### config.mk
export PLATFORM = sky130hd
export DESIGN_NAME = reg_file_scoreboard
export DESIGN_NICKNAME = d
export VERILOG_FILES = /design/src/rtl/reg_file_pkg.sv /design/src/rtl/reg_file_rd_port.sv /design/src/rtl/reg_file_scoreboard.sv
export SDC_FILE = /design/constraint.sdc
export NUM_CORES = 1
export LEC_CHECK = 0
export ABC_AREA = 1
export BUFFER_PORTS_ARGS = -buffer_cell sky130_fd_sc_hd__buf_2
export CAP_MARGIN = 20
export CORE_MARGIN = 3
export CORE_UTILIZATION = 30
export CTS_CLUSTER_DIAMETER = 60
export DETAILED_ROUTE_END_ITERATION = 10
export MAX_ROUTING_LAYER = met4
export PLACE_DENSITY = 0.48
export RECOVER_POWER = 25
export SKIP_CTS_REPAIR_TIMING = 1
export SLEW_MARGIN = 20
export SYNTH_ARGS = -nofsm -noshare
export SYNTH_HDL_FRONTEND = slang
export SYNTH_SLANG_ARGS = --single-unit
export TNS_END_PERCENT = 5
### constraint.sdc
create_clock -name clk -period 2 [get_ports clk]
set_input_delay 0.4 -clock clk [delete_from_list [all_inputs] [get_ports clk]]
set_output_delay 0.4 -clock clk [all_outputs]
set_load 0.01 [all_outputs]
### src/rtl/reg_file_pkg.sv
// Shared constants and the address-validity rule used by the write, issue and read
// paths of the scoreboarded register file.
package reg_file_pkg;

    localparam int unsigned ZERO_ADDR     = 0;
    localparam int          DEFAULT_WIDTH = 32;
    localparam int          DEFAULT_DEPTH = 8;

    // An address is usable when it names a real register and is not the hardwired zero.
    function automatic logic addr_valid(input int unsigned addr,
                                        input int unsigned depth,
                                        input int          zero_reg);
        return (addr < depth) && !((zero_reg != 0) && (addr == ZERO_ADDR));
    endfunction

endpackage

### src/rtl/reg_file_rd_port.sv
// One combinational read port: register mux, write-back bypass and pending-flag mask.
module reg_file_rd_port
    import reg_file_pkg::*;
#(
    parameter int WIDTH    = DEFAULT_WIDTH,
    parameter int DEPTH    = DEFAULT_DEPTH,
    parameter int AW       = $clog2(DEFAULT_DEPTH),
    parameter int ZERO_REG = 1,
    parameter int BYPASS   = 1
) (
    input  logic [AW-1:0]          addr,
    input  logic [DEPTH*WIDTH-1:0] regs,
    input  logic [DEPTH-1:0]       pend_bits,
    input  logic                   wr_ok,
    input  logic [AW-1:0]          wr_addr,
    input  logic [WIDTH-1:0]       wr_data,
    output logic [WIDTH-1:0]       operand,
    output logic                   busy
);

    // A forwarded write always reports not-pending; a same-cycle issue only shows next cycle.
    always_comb begin
        operand = '0;
        busy    = 1'b0;
        if (addr_valid(32'(addr), DEPTH, ZERO_REG)) begin
            if ((BYPASS != 0) && wr_ok && (wr_addr == addr)) begin
                operand = wr_data;
            end else begin
                for (int i = 0; i < DEPTH; i++) begin
                    if (addr == AW'(i)) begin
                        operand = regs[i*WIDTH +: WIDTH];
                        busy    = pend_bits[i];
                    end
                end
            end
        end
    end

endmodule

### src/rtl/reg_file_scoreboard.sv
// Decode-stage register file with NRD combinational read ports and a per-register
// pending-write scoreboard set on issue and cleared on write-back.
module reg_file_scoreboard
    import reg_file_pkg::*;
#(
    parameter  int WIDTH    = DEFAULT_WIDTH,
    parameter  int DEPTH    = DEFAULT_DEPTH,
    parameter  int NRD      = 2,
    parameter  int ZERO_REG = 1,
    parameter  int BYPASS   = 1,
    localparam int AW       = (DEPTH > 1) ? $clog2(DEPTH) : 1
) (
    input  logic                 clk,
    input  logic                 clear_n,
    input  logic [NRD*AW-1:0]    rd_addr,
    output logic [NRD*WIDTH-1:0] rd_data,
    output logic [NRD-1:0]       rd_pend,
    input  logic                 wr_en,
    input  logic [AW-1:0]        wr_addr,
    input  logic [WIDTH-1:0]     wr_data,
    input  logic                 iss_en,
    input  logic [AW-1:0]        iss_addr
);

    logic [DEPTH*WIDTH-1:0] regs;
    logic [DEPTH-1:0]       pend;
    logic                   wr_ok;
    logic                   iss_ok;

    // Gating with clear_n keeps the bypass path quiet while reset is held.
    assign wr_ok  = clear_n && wr_en && addr_valid(32'(wr_addr), DEPTH, ZERO_REG);
    assign iss_ok = iss_en && addr_valid(32'(iss_addr), DEPTH, ZERO_REG);

    // The issue assignment comes last so a same-cycle issue beats the write-back clear.
    always_ff @(posedge clk or negedge clear_n) begin
        if (!clear_n) begin
            regs <= '0;
            pend <= '0;
        end else begin
            for (int i = 0; i < DEPTH; i++) begin
                if (wr_ok && (wr_addr == AW'(i))) begin
                    regs[i*WIDTH +: WIDTH] <= wr_data;
                    pend[i]                <= 1'b0;
                end
                if (iss_ok && (iss_addr == AW'(i))) begin
                    pend[i] <= 1'b1;
                end
            end
        end
    end

    for (genvar p = 0; p < NRD; p++) begin : g_rd
        reg_file_rd_port #(
            .WIDTH    (WIDTH),
            .DEPTH    (DEPTH),
            .AW       (AW),
            .ZERO_REG (ZERO_REG),
            .BYPASS   (BYPASS)
        ) u_port (
            .addr      (rd_addr[p*AW +: AW]),
            .regs      (regs),
            .pend_bits (pend),
            .wr_ok     (wr_ok),
            .wr_addr   (wr_addr),
            .wr_data   (wr_data),
            .operand   (rd_data[p*WIDTH +: WIDTH]),
            .busy      (rd_pend[p])
        );
    end

endmodule

Word level (Yosys, flattened, before mapping)
Cells that the tools add are included. W data, S select, Z words.

Shifts and indexed selects: 0. Div/mod/pow operators: 0. Add/subtract/negate cells: 0. Multiply operators: 0. Order comparisons: 0. Mux-type cells: 50. Bitwise operators: 0. Eq/ne operators: 30. Reductions and logical operators: 32.

Operators by type and width (number): $mux W32 (18); $eq A3 B3 Y1 const B (16); $mux W1 (32); $eq A3 B2 Y1 const B (8); $logic_and A1 B1 Y1 (19); $reduce_bool A2 Y1 (7); $eq A3 B1 Y1 const B (4); $logic_not A3 Y1 (4); $eq A3 B3 Y1 (2); $logic_not A1 Y1 (2).

Memories: 0. Bits in registers: 231. Input port bits: 48. Word-level logic and storage cells: 126. Latch bits: 0. Bits in writable memories: 0. Output and inout port bits: 66. Memory bits (read-only): 0.

Logic depth before layout (Yosys ltp)
Gate-level depths: netlist (run 1).

Depth after elaboration: 10. Mapped depth: 13. Depth with buffers taken out: 9.

Cells and area by module
A second synthesis (run 1) with hierarchy kept.

Cells, all modules: 2217. Area total of the unflattened synthesis: 14805.4 um^2.

Modules (own cells, without submodules): reg_file_scoreboard (seq. area each 6606.3 um^2, area each 9875.7 um^2, instances 1, cells each 1073); reg_file_rd_port (seq. area each 0.0 um^2, area each 2464.9 um^2, instances 2, cells each 572).

Worst setup path before layout (run 1)
OpenSTA, ideal clock, no wires.

Path type: in2out. Start: input port rd_addr[3]. End: output port rd_data[47]. Buffers on the path: 4. Path slack: 0.051 ns. Arrival: 1.549 ns. Stages: 11. Path through: buf_4 -> inv_2 -> buf_6 -> nand2_1 -> o21ai_1 -> nand3b_1 -> buf_4 -> buf_6 -> nand2_1 -> inv_2 -> a21oi_1.

Longest elaborated chain between the ends: 10. Elaborated cells on any way between the ends: 19. Classes of those cells: 8 x eq/ne; 9 x mux; 2 x reduce/logical.

Ends and longest elaborated chain: from (decl) (line reg_file_scoreboard.sv:15) `input logic [NRD*AW-1:0] rd_addr,`; $eq A3 B1 Y1 (line reg_file_rd_port.sv:30) `if (addr == AW'(i)) begin`; $mux W32 (7 in series) (line reg_file_rd_port.sv:30); $mux W32 (line reg_file_rd_port.sv:26) `if ((BYPASS != 0) && wr_ok && (wr_addr == addr)) begin`; $mux W32 * (line reg_file_rd_port.sv:25) `if (addr_valid(32'(addr), DEPTH, ZERO_REG)) begin`; to (decl) (line reg_file_scoreboard.sv:16) `output logic [NRD*WIDTH-1:0] rd_data,`.

Every way passes the cells marked *; elsewhere a longest branch is shown, timed or not.

Worst setup path in the final report (run 1)
Start: register regs[48]. End: output port rd_data[48].

Longest elaborated chain between the ends: 9.

Ends and longest elaborated chain: from (decl) (line reg_file_scoreboard.sv:25) `logic [DEPTH*WIDTH-1:0] regs;`; from (signal, indexed assignment) (line reg_file_scoreboard.sv:42) `regs[i*WIDTH +: WIDTH] <= wr_data;`; $mux W32 (7 in series) (line reg_file_rd_port.sv:30); $mux W32 (line reg_file_rd_port.sv:26); $mux W32 (line reg_file_rd_port.sv:25).

No other way between the ends.

==> run_results.csv, run 1 <==
group,metric,value,unit
cts,clockBufferDepth,3,
die,rows,76,
synthesis,syn_inst,1918,
synthesis,synth.most_common_cell,"nand2_1",
layout,fillCellCount,4626,
synthesis,synth_compound_area_share,11.8,%
layout,final_util,39.0,%
synthesis,synth_edf_count,0,
global_route,grt_pass1_wl,76800,µm
layout,postLayoutCellArea,16900,µm²
cts,cts.clk_slew.worst_paths,0.06,ns
routing,wl_per_cell,18.1,µm
layout,ff_latch_area,5780,µm²
synthesis,synth_top_cell_area_share,43.5,%
timing,fin_crit_sh,113,%
timing,max_slew_margin,29.2,%
worst_setup_path,crit_type,"reg2out",
worst_setup_path,crit_start,"regs[48]",
routing,dr.pass1.iters,5,
placed_design,io_buffers,113,
worst_setup_path,crit_path_end,"rd_data[48]",
layout,areaGrowthSynthToFinish,27.5,%
synthesis,synth-adder-area-share,0,%
worst_setup_path,start_kind,"flop",
routing,wirelength,49300,µm
status,status,"complete, but fails checks",
pwr,max-vdd-ir-drop,0.523,mV
die,die_area,46900,µm²
routing,ant_nets,0,
placed_design,placed_area,15700,µm²
die,core,43500,µm²
routing,via_per_inst,4.95,
die,die_x,216,µm
worst_setup_path,path_max_fanout,3,
timing,min_period,2.27,ns
synthesis,ys_seq_area_share,43.5,%
die,start_util,30.6,%
worst_setup_path,reg2reg_depth,4,
synthesis,synth_top_family_by_area,"simple AND/OR/NAND/NOR gates",
synthesis,async_flop_share,100,%
pwr,power_density,918,nW/µm²
layout,stdcell_count,2720,
cts,root_buffer,"clkbuf_16",
timing,tns,-8.59,ns
synthesis,muxShareOfSynthArea,0,%
timing,fmax,0.441,GHz
layout,post_route_cells_drive_above_1_share,18.9,%
routing,detail_route.iter0.violations,1093,
synthesis,synth-xor-area-share,0.198,%
routing,vias,13500,
layout,multiInputGateArea,6300,µm²
die,ios,114,
cts,cts_tree,"done",
global_route,antenna_found_initial,1,
cts,h-tree-depth,1,
status,violations,"setup timing",
worst_setup_path,timing.rr.start,"regs[80]",
synthesis,synth_warnings,0,
routing,drt_drc_violations_left,0,
synthesis,ys.flop_type,"dfrtp_1",
placed_design,place_inst,2658,
global_route,grt_util_all_layers,21.3,%
synthesis,synth_fp_nets,1966,
worst_setup_path,r2r-end,"regs[80]",
synthesis,netlist_area,13300,µm²
timing,hold_viol,0,
cts,cts_buffers,31,
timing,setup_viol,66,
cts,clock_latency,0.57,ns
layout,num-nets-final,2160,
timing,rsz0062_at_grt,"yes",
timing,finClkSkew,0,ns
job,cap_violations,0,
synthesis,ys_types,27,
synthesis,postSynthAreaPerCell,6.93,µm²
global_route,grt-ovfl-total,0,
synthesis,synth_top_cell_by_area,"dfrtp_1",
worst_setup_path,crit_arrival,1.87,ns
placed_design,pre_cts_slack,-0.307,ns
worst_setup_path,crit_required,1.60,ns
placed_design,hpwl,35200,µm
synthesis,yosys_register_bits,231,
synthesis,synthSimpleGateAreaFrac,34.8,%
worst_setup_path,rrSetupSlack,1.14,ns
global_route,grt_pass1_vias,12900,
cts,cts.sinks,231,
die,die_h,216,µm
timing,max_slew.worst_pin.slew,1.06,ns
placed_design,finalWeightedCongestion,0.845,
worst_hold_path,hold_class,"in2reg",
synthesis,yosys-top-cells-count,"526 x nand2_1, 307 x nor2_1, 231 x dfrtp_1",
synthesis,synth_top_cells_by_area,"dfrtp_1 43%, nand2_1 15%, nor2_1 8.7%, nand4_1 8.5%, o21ai_0 6.6%",
pwr,total_leakage_power,8.36,nW
global_route,grt_start_max_net_pins,105,
timing,postLayoutSetupSlackWorst,-0.266,ns
worst_setup_path,cp-end-kind,"output pin",
timing,maxSlewViolCount,0,
==> worst max-delay path: stages (launching register included) <==
cell and delay, ns:
dfrtp_1 0.39, nand4_1 0.11, nand2_1 0.07, nor2_1 0.11
nand4_1 0.23, nor2_1 0.19, nor2_1 0.05, buf_2 0.13
==> where the power goes <==
group | total, mW | internal (mW) | switching, mW
Combinational | 3.32 | 1.28 | 2.04
Clock | 5.90 | 3.69 | 2.21
Sequential | 6.33 | 5.70 | 0.631
==> logic make-up after synthesis <==
logic type      count (synthesis)
flops                         231
xor+xnor                        3
compound gates                314
simple gates                 1070
buf+inv                       300
==> routing by layer <==
layer | track usage, % | part of all wire (%) | wire [µm]
met2 | 33.8 | 46 | 22800
met1 | 29.2 | 46 | 22600
met4 | 5.76 | 3.1 | 1510
met5 | - | 0 | 0
met3 | 2.40 | 4.9 | 2430
==> area by class of cell <==
class	instances	share of cell area (%)
Inverter	167	3.80
Multi-Input combinational cell	1387	37.2
Timing Repair Buffer	294	14.2
Sequential cell	231	34.1
Clock buffer	41	5.16
Clock inverter	14	1.23
Tap cell	585	4.32
Antenna cell	1	0.0148
==> cells in the final DEF (no fill, tap or decap), types with 5 or more instances in the layout <==
cell type,count
nand2_1,523
o21ai_0,198
clkbuf_2,6
a21oi_1,15
nor2_2,11
dfrtp_1,231
buf_4,124
buf_12,30
clkbuf_16,33
clkbuf_8,6
or2_2,11
nand3_1,29
clkbuf_1,8
buf_6,14
bufinv_16,5
nand4_1,181
o21ai_1,94
nor2_1,298
clkinv_2,5
inv_4,5
inv_1,145
buf_2,106
inv_2,15
==> state kept, by name, indices dropped and copies added, names as in the netlist <==
register,count
pend,7
regs,224
==> per-stage QoR <==
step	power, mW	hold WS [ns]
4_1_cts	15.7	-0.304
3_5_place_dp	9.70	0.306
2_1_floorplan	8.23	0.104
6_report	15.6	0.0677
3_3_place_gp	9.64	0.312
5_1_grt	16.5	0.0659
==> worst min path at each step <==
stage	startpoint	to	slack, ns	cells after the start
3_5_place_dp	clear_n	regs[224]	0.31	2
3_3_place_gp	clear_n	regs[224]	0.31	2
2_1_floorplan	clear_n	pend[1]	0.10	0
6_report	iss_addr[2]	pend[2]	0.07	2
5_1_grt	iss_addr[2]	pend[2]	0.07	2
4_1_cts	clear_n	regs[224]	-0.30	2
Power figures use the tool's default switching activity.
==> inputs of run 2 (changes only) <==
Settings changed: ABC_AREA 1 to 0.
Clock period 2 ns to 2.51 ns, I/O delays scaled along.
==> run 2 against run 1 <==
Compared with the run above:
- the run ends with capacitance limit, slew limit, setup timing left
- sequential share of layout area rose by 0.71 points
- non-clock buffer count fell by 58
- critical path depth did not move
- count of clock-buffer cells in the layout rose by 2
- die area rose by 0.52%
- register-to-register slack improved by 0.48 ns
- cell count fell by 31%
- sequential power fell by 17%
==> run_results.csv, run 2 <==
group,metric,value,unit
status,status,"complete, but fails checks",
status,violations,"capacitance limit, slew limit, setup timing",
die,start_util,30.7,%
global_route,busiest_layer,"met2",
cts,cts_tree,"done",
cts,cts.clk_slew.worst_paths,0.06,ns
worst_setup_path,rrSetupSlack,1.62,ns
cts,h-tree-depth,1,
pwr,power_density,764,nW/µm²
cts,cts.sinks,231,
layout,largest_registers,"regs: 224 flops, pend: 7 flops",
synthesis,yosys-top-cells-count,"249 x mux2_2, 231 x dfrtp_1, 98 x o21ai_0",
layout,final_cell_mix,"245 x mux2_2, 231 x dfrtp_1, 105 x buf_2",
timing,postLayoutSetupSlackWorst,-0.0427,ns
synthesis,ys_types,50,
synthesis,syn_inst,1105,
layout,antennaDiodeCount,0,
die,rows,76,
die,core,43600,µm²
layout,top_register,"regs",
worst_setup_path,crit_start,"rd_addr[1]",
timing,max_slew.worst_pin.slew,1.96,ns
synthesis,netlist_area,13400,µm²
timing,setup_viol,9,
worst_setup_path,crit_type,"in2out",
timing,hold_viol,0,
placed_design,placed_area,15500,µm²
layout,post_route_cells_drive_above_1_share,48.9,%
layout,final_common_cell,"mux2_2",
synthesis,synth.most_common_cell,"mux2_2",
placed_design,hpwl,28300,µm
placed_design,finalWeightedCongestion,0.795,
timing,finClkSkew,0,ns
synthesis,synth_top_cells_by_area,"dfrtp_1 43%, mux2_2 21%, mux4_2 6.1%, o21ai_0 3.7%, mux2_4 3.0%",
timing,fmax,0.392,GHz
synthesis,yosys_register_bits,231,
global_route,antenna_found_initial,0,
worst_setup_path,crit_required,2.01,ns
worst_setup_path,timing.rr.start,"regs[206]",
pwr,total_leakage_power,7.13,nW
cts,cts_buffers,30,
layout,num-nets-final,1316,
global_route,use_met3,3.13,%
layout,largest_reg_flops,224,
worst_setup_path,cp-end-kind,"output pin",
global_route,grt-ovfl-total,0,
worst_hold_path,hp-start,"iss_addr[2]",
die,die_h,217,µm
routing,wirelength,44400,µm
worst_setup_path,path_max_fanout,21,
placed_design,pre_cts_slack,-0.141,ns
global_route,grt_util_all_layers,19.1,%
synthesis,postSynthAreaPerCell,12.1,µm²
synthesis,synth_edf_count,0,
timing,rsz0062_at_grt,"yes",
routing,ant_nets,0,
die,ios,114,
synthesis,synth_warnings,0,
cts,root_buffer,"clkbuf_16",
timing,maxSlewViolCount,134,
die,die_area,47100,µm²
die,die_x,217,µm
global_route,use_met2,30.7,%
cts,clock_latency,0.58,ns
placed_design,io_buffers,113,
global_route,grt_util_met1,25.1,%
cts,clockBufferDepth,3,
global_route,grt_pass1_wl,67300,µm
routing,via_per_inst,5.41,
timing,min_period,2.55,ns
global_route,grt_pass1_vias,10500,
synthesis,synth_top_cell_area_share,43.3,%
layout,areaGrowthSynthToFinish,24.2,%
pwr,max-vdd-ir-drop,0.448,mV
worst_setup_path,crit_arrival,2.05,ns
synthesis,synth_fp_nets,1153,
routing,wl_per_cell,23.7,µm
synthesis,synth_top_cell_by_area,"dfrtp_1",
layout,postLayoutCellArea,16600,µm²
timing,fin_crit_sh,102,%
job,cap_violations,1,
synthesis,ys.flop_type,"dfrtp_1",
synthesis,async_flop_share,100,%
global_route,grt_start_max_net_pins,135,
synthesis,ys_seq_area_share,43.3,%
routing,detail_route.iter0.violations,688,
routing,drt_drc_violations_left,0,
routing,dr.pass1.iters,8,
worst_setup_path,start_kind,"input pin",
timing,max_slew_margin,-30.7,%
routing,vias,10100,
worst_hold_path,hold_class,"in2reg",
run 2: cell count changes after synthesis, moves of 29 or more:
| cell | delta |
|---|---|
| a21oi_1 | +48 |
| nor2_1 | -280 |
| nand4_1 | -180 |
| mux4_2 | +36 |
| o21ai_1 | -119 |
| mux2_2 | +249 |
| o21ai_0 | -76 |
| nand2_1 | -475 |
| nand3_1 | -29 |
| inv_1 | -136 |
| nor2b_1 | +32 |
run 2: metal layers:
layer,vias to the layer above,wire length (µm)
met5,-,0
met4,0,1370
met3,85,2160
met2,283,21200
met1,5261,19600
li1,4515,-
run 2: kinds of logic (layout without fill, tap and decap cells):
logic type / Yosys count / count (layout) / synth area share [%]
mux: 333 / 333 / 31.9
simple gates: 156 / 156 / 6.54
buf+inv: 113 / 297 / 4.68
flops: 231 / 231 / 43.3
xor+xnor: 6 / 6 / 0.393
compound gates: 266 / 266 / 13.2
run 2: cell type report:
cell class / instances / area, µm²
clock buffer: 43 / 900
clock inverter: 10 / 78.8
fill: 4312 / 27000
inverter: 8 / 30.0
multi-input combinational: 761 / 7120
sequential: 231 / 5780
tap: 585 / 732
timing repair buffer: 236 / 1960
run 2: critical path, cell delays in order:
cell and delay (ns):
buf_6 0.21, buf_12 0.22, mux2_2 0.34, a222oi_1 0.33
o2bb2ai_1 0.16, a21oi_1 0.11, buf_2 0.16
run 2: report_power, final:
part | total [mW] | leakage, nW | internal (mW) | switching (mW)
logic | 3.17 | 3.82 | 1.85 | 1.32
clock network | 4.23 | 0.490 | 2.48 | 1.75
registers | 5.27 | 2.82 | 4.60 | 0.678
run 2: path summary, 6_finish.rpt:
kind	to	cells after the start
worst min-delay path	pend[2]	2
worst min register to register	regs[203]	1
min in group asynchronous	pend[7]	3
worst max-delay path	rd_data[28]	7
max in group asynchronous	regs[43]	4
worst max register to register	regs[206]	2
run 2: through the flow:
step / TNS, ns / power [mW] / instances / hold slack (ns) / util [%]
2_1_floorplan: 0 / 7.21 / 1105 / 0.206 / -
6_report: -0.131 / 12.7 / 1874 / 0.192 / 38.1
5_1_grt: -7.86 / 13.4 / 1874 / 0.189 / 38.1
3_5_place_dp: -1.52 / 8.44 / 1821 / 0.511 / 35.5
3_3_place_gp: -1.33 / 8.38 / 1821 / 0.503 / 35.5
4_1_cts: -2.38 / 12.7 / 1874 / 0.163 / 37.8
==> inputs of run 3 (changes only) <==
Settings changed: GPL_TIMING_DRIVEN from default to 0.
==> run 3 against run 2 <==
Compared with the run above:
- largest power group unchanged
- total power fell by 0.93%
- via count increased by 4.2%
- global-route usage rose by 2.9 points
- die area unchanged
- the run still ends with capacitance limit, slew limit, setup timing left
- combinational power is essentially flat
- setup slack improved by 0.018 ns
- clock skew unchanged
- first-iteration DRC count rose by 44%
- highest routed layer unchanged
- maximum frequency up 0.72%
- count of clock-buffer cells in the layout down 1
- critical path depth did not move
- largest cell class unchanged
==> run_results.csv, run 3 (synthesis gave the netlist of run 2 again) <==
group,metric,value,unit
cts,cts_tree,"done",
global_route,use_met2,34.4,%
worst_setup_path,start_kind,"input pin",
timing,hold_viol,0,
placed_design,pre_cts_slack,-1.18,ns
status,status,"complete, but fails checks",
placed_design,hpwl,33600,µm
timing,fin_crit_sh,101,%
global_route,grt_pass1_wl,74700,µm
global_route,use_met3,3.36,%
timing,tns,-0.0371,ns
global_route,antenna_found_initial,3,
timing,fmax,0.395,GHz
layout,final_util,37.6,%
layout,num-nets-final,1307,
status,violations,"capacitance limit, slew limit, setup timing",
layout,top_register,"regs",
worst_setup_path,crit_arrival,2.03,ns
global_route,grt_util_met1,30.2,%
timing,maxSlewViolCount,87,
pwr,power_density,767,nW/µm²
timing,max_slew.worst_pin.slew,1.77,ns
die,start_util,30.7,%
global_route,grt_start_max_net_pins,70,
cts,clock_latency,0.55,ns
cts,cts_buffers,29,
routing,ant_nets,0,
placed_design,place_inst,1799,
timing,min_period,2.53,ns
layout,areaGrowthSynthToFinish,22.4,%
die,core,43600,µm²
placed_design,io_buffers,106,
layout,largest_reg_flops,224,
timing,max_slew_margin,-18.1,%
global_route,grt_pass1_vias,10600,
layout,fillCellCount,4359,
cts,cts.sinks,231,
global_route,grt-ovfl-total,0,
die,die_h,217,µm
global_route,grt_util_all_layers,22.0,%
worst_setup_path,path_max_fanout,10,
layout,final_common_cell,"mux2_2",
routing,drt_drc_violations_left,0,
timing,postLayoutSetupSlackWorst,-0.0243,ns
routing,dr.pass1.iters,6,
global_route,busiest_layer,"met2",
timing,rsz0062_at_grt,"yes",
routing,vias,10600,
layout,final_cell_mix,"248 x mux2_2, 231 x dfrtp_1, 125 x buf_2",
routing,wl_per_cell,28.2,µm
layout,largest_registers,"regs: 224 flops, pend: 7 flops",
layout,stdcell_count,1866,
pwr,max-vdd-ir-drop,0.481,mV
pwr,total_leakage_power,7.02,nW
timing,finClkSkew,0,ns
job,cap_violations,2,
worst_setup_path,reg2reg_depth,3,
die,rows,76,
cts,clockBufferDepth,3,
worst_hold_path,hold_class,"in2async",
routing,via_per_inst,5.67,
routing,detail_route.iter0.violations,994,
cts,h-tree-depth,1,
worst_setup_path,crit_required,2.01,ns
routing,wirelength,52600,µm
die,die_area,47100,µm²
timing,setup_viol,2,
worst_setup_path,crit_type,"in2out",
die,ios,114,
die,die_x,217,µm
cts,cts.clk_slew.worst_paths,0.05,ns
layout,post_route_cells_drive_above_1_share,48.2,%
placed_design,finalWeightedCongestion,0.863,
worst_setup_path,cp-end-kind,"output pin",
cts,root_buffer,"clkbuf_16",
[run 3: cell count changes in the layout (fill, tap and decap cells not counted), moves of 4 or more]
cell / before / now
o21ai_2: 6 / 11
dlygate4sd3_1: 0 / 4
buf_8: 2 / 9
clkbuf_2: 0 / 13
buf_4: 87 / 24
buf_2: 105 / 125
buf_6: 8 / 21
buf_12: 31 / 15
o21ai_0: 75 / 70
clkbuf_4: 1 / 9
[run 3: layout make-up]
class	count	area, µm²	area share, %
clock inverter	8	57.6	0.352
antenna	3	7.51	0.0459
clock buffer	42	865	5.28
inverter	8	30.0	0.184
tap	585	732	4.47
buffer	103	1030	6.28
multi-input combinational	761	7110	43.5
timing repair buffer	125	752	4.60
sequential	231	5780	35.3
[run 3: worst paths after layout]
path	slack [ns]	end	start
worst max-delay path	-0.02	rd_pend[1]	rd_addr[4]
worst min-delay path	0.12	regs[99]	clear_n
worst max register to register	1.67	pend[3]	pend[3]
max in group asynchronous	0.18	regs[246]	clear_n
worst min register to register	0.52	regs[162]	regs[162]
min in group clk	0.22	pend[2]	iss_addr[0]
[run 3: per-layer routing]
| metal | share of wire (%) | wire length (µm) | up-vias |
|---|---|---|---|
| li1 | - | - | 4515 |
| met1 | 44 | 23400 | 5496 |
| met2 | 46 | 24000 | 471 |
| met3 | 7.3 | 3840 | 92 |
| met4 | 2.7 | 1400 | 0 |
| met5 | 0 | 0 | - |
[run 3: worst max-delay path: stages]
cell and delay, ns:
buf_2 0.12, buf_12 0.15, buf_12 0.14, mux2i_1 0.11, mux4_2 0.50, nor4_4 0.32, buf_2 0.18
[run 3: metrics by stage]
stage	hold WS [ns]	power, mW	area (µm²)
floorplan	0.206	7.21	13400
global placement	0.506	8.25	14600
detailed placement	0.452	8.31	14700
CTS	-0.143	12.4	15600
global route	0.157	13.1	16400
finish	0.120	12.6	16400
[run 3: power breakdown]
group	switching (mW)	internal, mW	total (mW)
logic	1.40	1.80	3.20
registers	0.666	4.60	5.26
clock network	1.72	2.37	4.09
total	3.79	8.77	12.6
